[src/rtl/tlc_pkg.sv]
// Shared types, default phase lengths and helpers for the traffic light sequencer.
// TLC_RED_YELLOW_EN adds the RED_YELLOW phase between RED and GREEN.
package tlc_pkg;

  typedef enum logic [1:0] {
    RED        = 2'd0,
    RED_YELLOW = 2'd1,
    GREEN      = 2'd2,
    YELLOW     = 2'd3
  } tlc_state_e;

  localparam int DEF_RED_CYCLES        = 10;
  localparam int DEF_GREEN_CYCLES      = 8;
  localparam int DEF_YELLOW_CYCLES     = 3;
  localparam int DEF_RED_YELLOW_CYCLES = 2;

  function automatic int phase_len(
    input tlc_state_e s,
    input int r,
    input int ry,
    input int g,
    input int y
  );
    case (s)
      RED_YELLOW: phase_len = ry;
      GREEN:      phase_len = g;
      YELLOW:     phase_len = y;
      default:    phase_len = r;
    endcase
  endfunction

  function automatic int max4(
    input int a,
    input int b,
    input int c,
    input int d
  );
    int m;
    m = a;
    if (b > m) m = b;
    if (c > m) m = c;
    if (d > m) m = d;
    return m;
  endfunction

  // Lamp bits are {red, yellow, green}.
  function automatic logic [2:0] lamps(input tlc_state_e s);
    case (s)
      RED_YELLOW: lamps = 3'b110;
      GREEN:      lamps = 3'b001;
      YELLOW:     lamps = 3'b010;
      default:    lamps = 3'b100;
    endcase
  endfunction

endpackage

[src/rtl/tlc_phase_timer.sv]
// Phase cycle counter: clears on request, otherwise counts up;
// tc_o flags that the current count is the last cycle of the phase.
module tlc_phase_timer #(
  parameter int CW = 4
) (
  input  logic          clk,
  input  logic          reset,
  input  logic          clr_i,
  input  logic [CW-1:0] last_i,
  output logic          tc_o
);

  logic [CW-1:0] cnt_q, cnt_d;

  always_comb begin
    cnt_d = cnt_q + 1'b1;
    if (clr_i) cnt_d = '0;
  end

  assign tc_o = (cnt_q == last_i);

  always_ff @(posedge clk or posedge reset) begin
    if (reset) cnt_q <= '0;
    else       cnt_q <= cnt_d;
  end

endmodule

[src/rtl/traffic_light_controller.sv]
// Moore traffic light sequencer RED -> GREEN -> YELLOW -> RED.
// Define TLC_RED_YELLOW_EN to insert a RED_YELLOW phase before GREEN.
module traffic_light_controller
  import tlc_pkg::*;
#(
  parameter int RED_CYCLES        = DEF_RED_CYCLES,
  parameter int GREEN_CYCLES      = DEF_GREEN_CYCLES,
  parameter int YELLOW_CYCLES     = DEF_YELLOW_CYCLES,
  parameter int RED_YELLOW_CYCLES = DEF_RED_YELLOW_CYCLES
) (
  input  logic clk,
  input  logic reset,
  output logic red,
  output logic yellow,
  output logic green
);

`ifdef TLC_RED_YELLOW_EN
  localparam int MAXL = max4(RED_CYCLES, RED_YELLOW_CYCLES,
                             GREEN_CYCLES, YELLOW_CYCLES);
`else
  localparam int MAXL = max4(RED_CYCLES, 1,
                             GREEN_CYCLES, YELLOW_CYCLES);
`endif
  localparam int CW = (MAXL > 1) ? $clog2(MAXL) : 1;

  tlc_state_e    state_q, state_d;
  logic [2:0]    lamps_q;
  logic [CW-1:0] last;
  logic          tc;
  logic          clr;

  assign last = CW'(phase_len(state_q, RED_CYCLES, RED_YELLOW_CYCLES,
                              GREEN_CYCLES, YELLOW_CYCLES) - 1);

  tlc_phase_timer #(
    .CW(CW)
  ) u_timer (
    .clk    (clk),
    .reset  (reset),
    .clr_i  (clr),
    .last_i (last),
    .tc_o   (tc)
  );

  always_comb begin
    state_d = state_q;
    clr     = 1'b0;
    case (state_q)
      RED: begin
        if (tc) begin
          clr = 1'b1;
`ifdef TLC_RED_YELLOW_EN
          state_d = RED_YELLOW;
`else
          state_d = GREEN;
`endif
        end
      end
      RED_YELLOW: begin
`ifdef TLC_RED_YELLOW_EN
        if (tc) begin
          clr     = 1'b1;
          state_d = GREEN;
        end
`else
        // Unreachable in the base build: fall back to RED.
        clr     = 1'b1;
        state_d = RED;
`endif
      end
      GREEN: begin
        if (tc) begin
          clr     = 1'b1;
          state_d = YELLOW;
        end
      end
      YELLOW: begin
        if (tc) begin
          clr     = 1'b1;
          state_d = RED;
        end
      end
      default: begin
        clr     = 1'b1;
        state_d = RED;
      end
    endcase
  end

  // Lamps are registered from the next state so they track state_q exactly.
  always_ff @(posedge clk or posedge reset) begin
    if (reset) begin
      state_q <= RED;
      lamps_q <= 3'b100;
    end else begin
      state_q <= state_d;
      lamps_q <= lamps(state_d);
    end
  end

  assign red    = lamps_q[2];
  assign yellow = lamps_q[1];
  assign green  = lamps_q[0];

endmodule

[config.mk]
export PLATFORM = sky130hd
export DESIGN_NAME = traffic_light_controller
export DESIGN_NICKNAME = d
export VERILOG_FILES = /design/src/rtl/tlc_pkg.sv /design/src/rtl/tlc_phase_timer.sv /design/src/rtl/traffic_light_controller.sv
export SDC_FILE = /design/constraint.sdc
export NUM_CORES = 1
export LEC_CHECK = 0
export CORE_AREA = 2 2 39 41
export CTS_CLUSTER_SIZE = 25
export DETAILED_ROUTE_END_ITERATION = 16
export DIE_AREA = 0 0 41 43
export PLACE_DENSITY_LB_ADDON = 0.12
export SYNTH_ARGS = -nofsm -noshare
export SYNTH_HDL_FRONTEND = slang
export SYNTH_SLANG_ARGS = --single-unit
export TNS_END_PERCENT = 50
[constraint.sdc]
create_clock -name clk -period 3.42 [get_ports clk]
set_clock_uncertainty 0.2 [all_clocks]
set_input_delay 0.684 -clock clk [delete_from_list [all_inputs] [get_ports clk]]
set_output_delay 0.684 -clock clk [all_outputs]
set_load 0.01 [all_outputs]
==> summary.txt <==
Worst setup path
  • Top delay family on crit path: buffers and inverters
  • R2R Path End: u_timer.cnt_q[0]$_DFF_PP0_
  • Worst setup path category: flip-flop to output port
  • Max incr delay on CP: 0.58 ns
  • Cells on worst reg2reg path: 3
  • Worst setup path start: state_q[0]$_DFF_PP0_
  • WP data arrival: 1.31 ns
  • Startpoint types: flip-flop
  • CP endpoint: yellow
  • Levels on crit path: 1
  • R2R Setup Slk: 2.01 ns
  • WP buf/inv: 1
  • CP Cell Sequence: clkdlybuf4s50_1
  • CP Capture Type: output port
  • Worst R2R Start: u_timer.cnt_q[3]$_DFF_PP0_
  • CP max-delay cell: clkdlybuf4s50_1
  • Crit path required time: 2.54 ns
  • Max FO, Critical Path: 8

Detailed routing
  • Routed via count: 311
  • DR WL/cell: 13.0 um
  • Drt pass-1 iters: 2
  • First DRT Iteration DRCs: 2
  • DRT antenna net count: 0
  • DRC: 0
  • Final WL: 806 um
  • DR vias/cell: 5.02

Floorplanning
  • Row cnt: 14
  • Die height: 43 um
  • Die width: 41 um
  • Core area: 1380 um^2
  • Initial Util: 31.7%
  • Die area: 1760 um^2
  • IO Pins: 5

Power
  • Net Sw Power: 34.7 uW
  • Max VDD drop: 0.127 mV
  • Comb pwr share: 1.7%
  • Part of the power in registers: 54.1%
  • Total power: 175 uW
  • Internal: 141 uW
  • Sw frac: 19.8%
  • Clock group share of total power: 44.2%
  • Leak pwr: 0.214 nW
  • Power per Cell Area: 346 nW/um^2

Yosys
  • Commonest cells post-synth: 7 x dfrtp_1, 3 x inv_1, 3 x nor3_1
  • Post-synth EDFFs: 0
  • Most common cell in the netlist: dfrtp_1
  • Syn_nets: 43
  • Syn Area/Cell: 11.0 um^2
  • Number of synthesized register bits: 8
  • Sequential fraction of the synthesis area: 45.9%
  • Syn Inst Count: 40
  • Synth warn: 0
  • Asr flop ratio synth: 100%
  • Unique masters post-synth: 26
  • Main synth FF type: dfrtp_1
  • Top cell type's share of synthesized area: 39.9%
  • Mapped Area: 439 um^2
  • Cell taking the most area after synthesis: dfrtp_1
  • Top area cells in the synthesized netlist: dfrtp_1 40%, dfstp_2 6.0%, nand4bb_1 5.1%

Job
  • Maxcap violations: 0

Timing
  • Fmax: 456 MHz
  • Max-slew violation count: 0
  • Final count of negative-setup-slack endpoints: 0
  • Setup ws final: 1.23 ns
  • Crit share post-route: 64.1%
  • RSZ-0062 raised after global routing: no
  • Final hold viol count: 0
  • Max-slew headroom: 74.7%
  • Setup_tns: 0 ns
  • Measured slew at the worst slew-check pin: 0.379 ns
  • Min Clock Period, post-route: 2.19 ns

Placed design
  • Routability congestion estimate from global placement: 0.676
  • Placed wire-length estimate: 572 um
  • Placed instance area: 480 um^2
  • Pre-CTS WS: 1.51 ns
  • Port bufs: 4

Finish
  • Fraction of layout cells with a size suffix above 1: 17.4%
  • Area delta synth->final: 15.4%
  • Post-route cell area: 507 um^2
  • Net count, final: 50
  • Ant diodes: 0
  • Final core occ: 36.6%
  • # fillers: 143

Clock tree
  • Post-CTS sizing: 0
  • Clk root buf: clkbuf_4
  • H-tree Lvls: 1
  • CTS tree: yes
  • Clk sinks: 8
  • Hold_buf cts: 0
  • CTS Buffer Depth: 2
  • Reg clk slew, reported paths: 0.06 ns
  • # Post-CTS Setup Buffers: 0
  • Clk_lat worst skew: 0.26 ns
  • TritonCTS Buffers: 3

GRT
  • Initial antenna violation count: 0
  • Congestion Overflow GR: 0
  • All-Layer GR Usage: 12.1%
  • Pin count of the biggest net entering global routing: 11
  • Vias in the first global route: 320
  • Global-route wire length before repair: 1.39 mm

Hold path
  • Worst hold path type: flip-flop to flip-flop

Status
  • Status: completed
## through the flow
step / hold WS, ns / instances
3_5_place_dp: 0.320 / 58
5_1_grt: 0.377 / 62
4_1_cts: 0.327 / 62
6_report: 0.321 / 62
2_1_floorplan: 0.269 / 40
3_3_place_gp: 0.319 / 58
## power by group through the flow
stage / combinational (mW) / sequential (mW) / clock [mW]
6_report: 0.00306 / 0.0948 / 0.0774
5_1_grt: 0.00350 / 0.0946 / 0.0896
4_1_cts: 0.00313 / 0.0947 / 0.0817
3_3_place_gp: 0.00308 / 0.0964 / 0
3_5_place_dp: 0.00310 / 0.0964 / 0
2_1_floorplan: 0.00147 / 0.0964 / 0
## final cells by class
cell class,count,area (um^2),share of cell area [%]
clock buffer,4,26.3,5.19
inverter,4,15.0,2.96
multi-input combinational,26,204,40.2
sequential,8,201,39.8
tap,16,20.0,3.95
timing repair buffer,4,40.0,7.90
## worst min-delay path by stage
| stage | from | endpoint | cells after the start | slack (ns) |
|---|---|---|---|---|
| global route | state_q[1]$_DFF_PP0_ | lamps_q[2]$_DFF_PP1_ | 1 | 0.38 |
| CTS | state_q[1]$_DFF_PP0_ | lamps_q[2]$_DFF_PP1_ | 1 | 0.33 |
| finish | state_q[1]$_DFF_PP0_ | lamps_q[2]$_DFF_PP1_ | 1 | 0.32 |
| floorplan | state_q[1]$_DFF_PP0_ | lamps_q[2]$_DFF_PP1_ | 1 | 0.27 |
| global placement | state_q[1]$_DFF_PP0_ | lamps_q[2]$_DFF_PP1_ | 1 | 0.32 |
| detailed placement | state_q[1]$_DFF_PP0_ | lamps_q[2]$_DFF_PP1_ | 1 | 0.32 |
## layer usage
| layer | routed length, um | track usage (%) | part of all wire (%) | up-vias |
|---|---|---|---|---|
| met2 | 367 | 17.5 | 46 | 5 |
| met4 | 8 | 8.00 | 0.99 | 0 |
| met3 | 31 | 3.14 | 3.8 | 2 |
| met1 | 398 | 15.0 | 49 | 145 |
| met5 | 0 | 0 | 0 | - |
| li1 | - | - | - | 159 |
## logic make-up after synthesis
logic type                 after synthesis  share of synthesized area [%]
AOI/OAI and AO/OA                       10                           17.1
xor gates and xnor gates                 2                           3.99
adders and majority gates                1                           2.85
buffers and inverters                    6                           7.69
DFF                                      8                           45.9
and+or+nand+nor                         13                           22.5
## registers in the layout, indices dropped and copies added (netlist names)
| signal | flops |
|---|---|
| u_timer.cnt_q | 4 |
| lamps_q | 2 |
| state_q | 2 |
## cells in the final DEF (no fill, tap or decap), drive strengths merged
cell	count
inv	4
dfstp	1
nand4bb	2
ha	1
nand4b	2
and3b	1
o22ai	1
a21oi	3
nor2	1
nor3	3
clkdlybuf4s50	4
xnor2	1
nand3	1
nand2b	1
o21ai	2
clkbuf	4
o41ai	1
nand3b	1
nor3b	1
dfrtp	7
xor2	1
a22oi	1
a22o	1
o21a	1
Power figures use the tool's default switching activity.
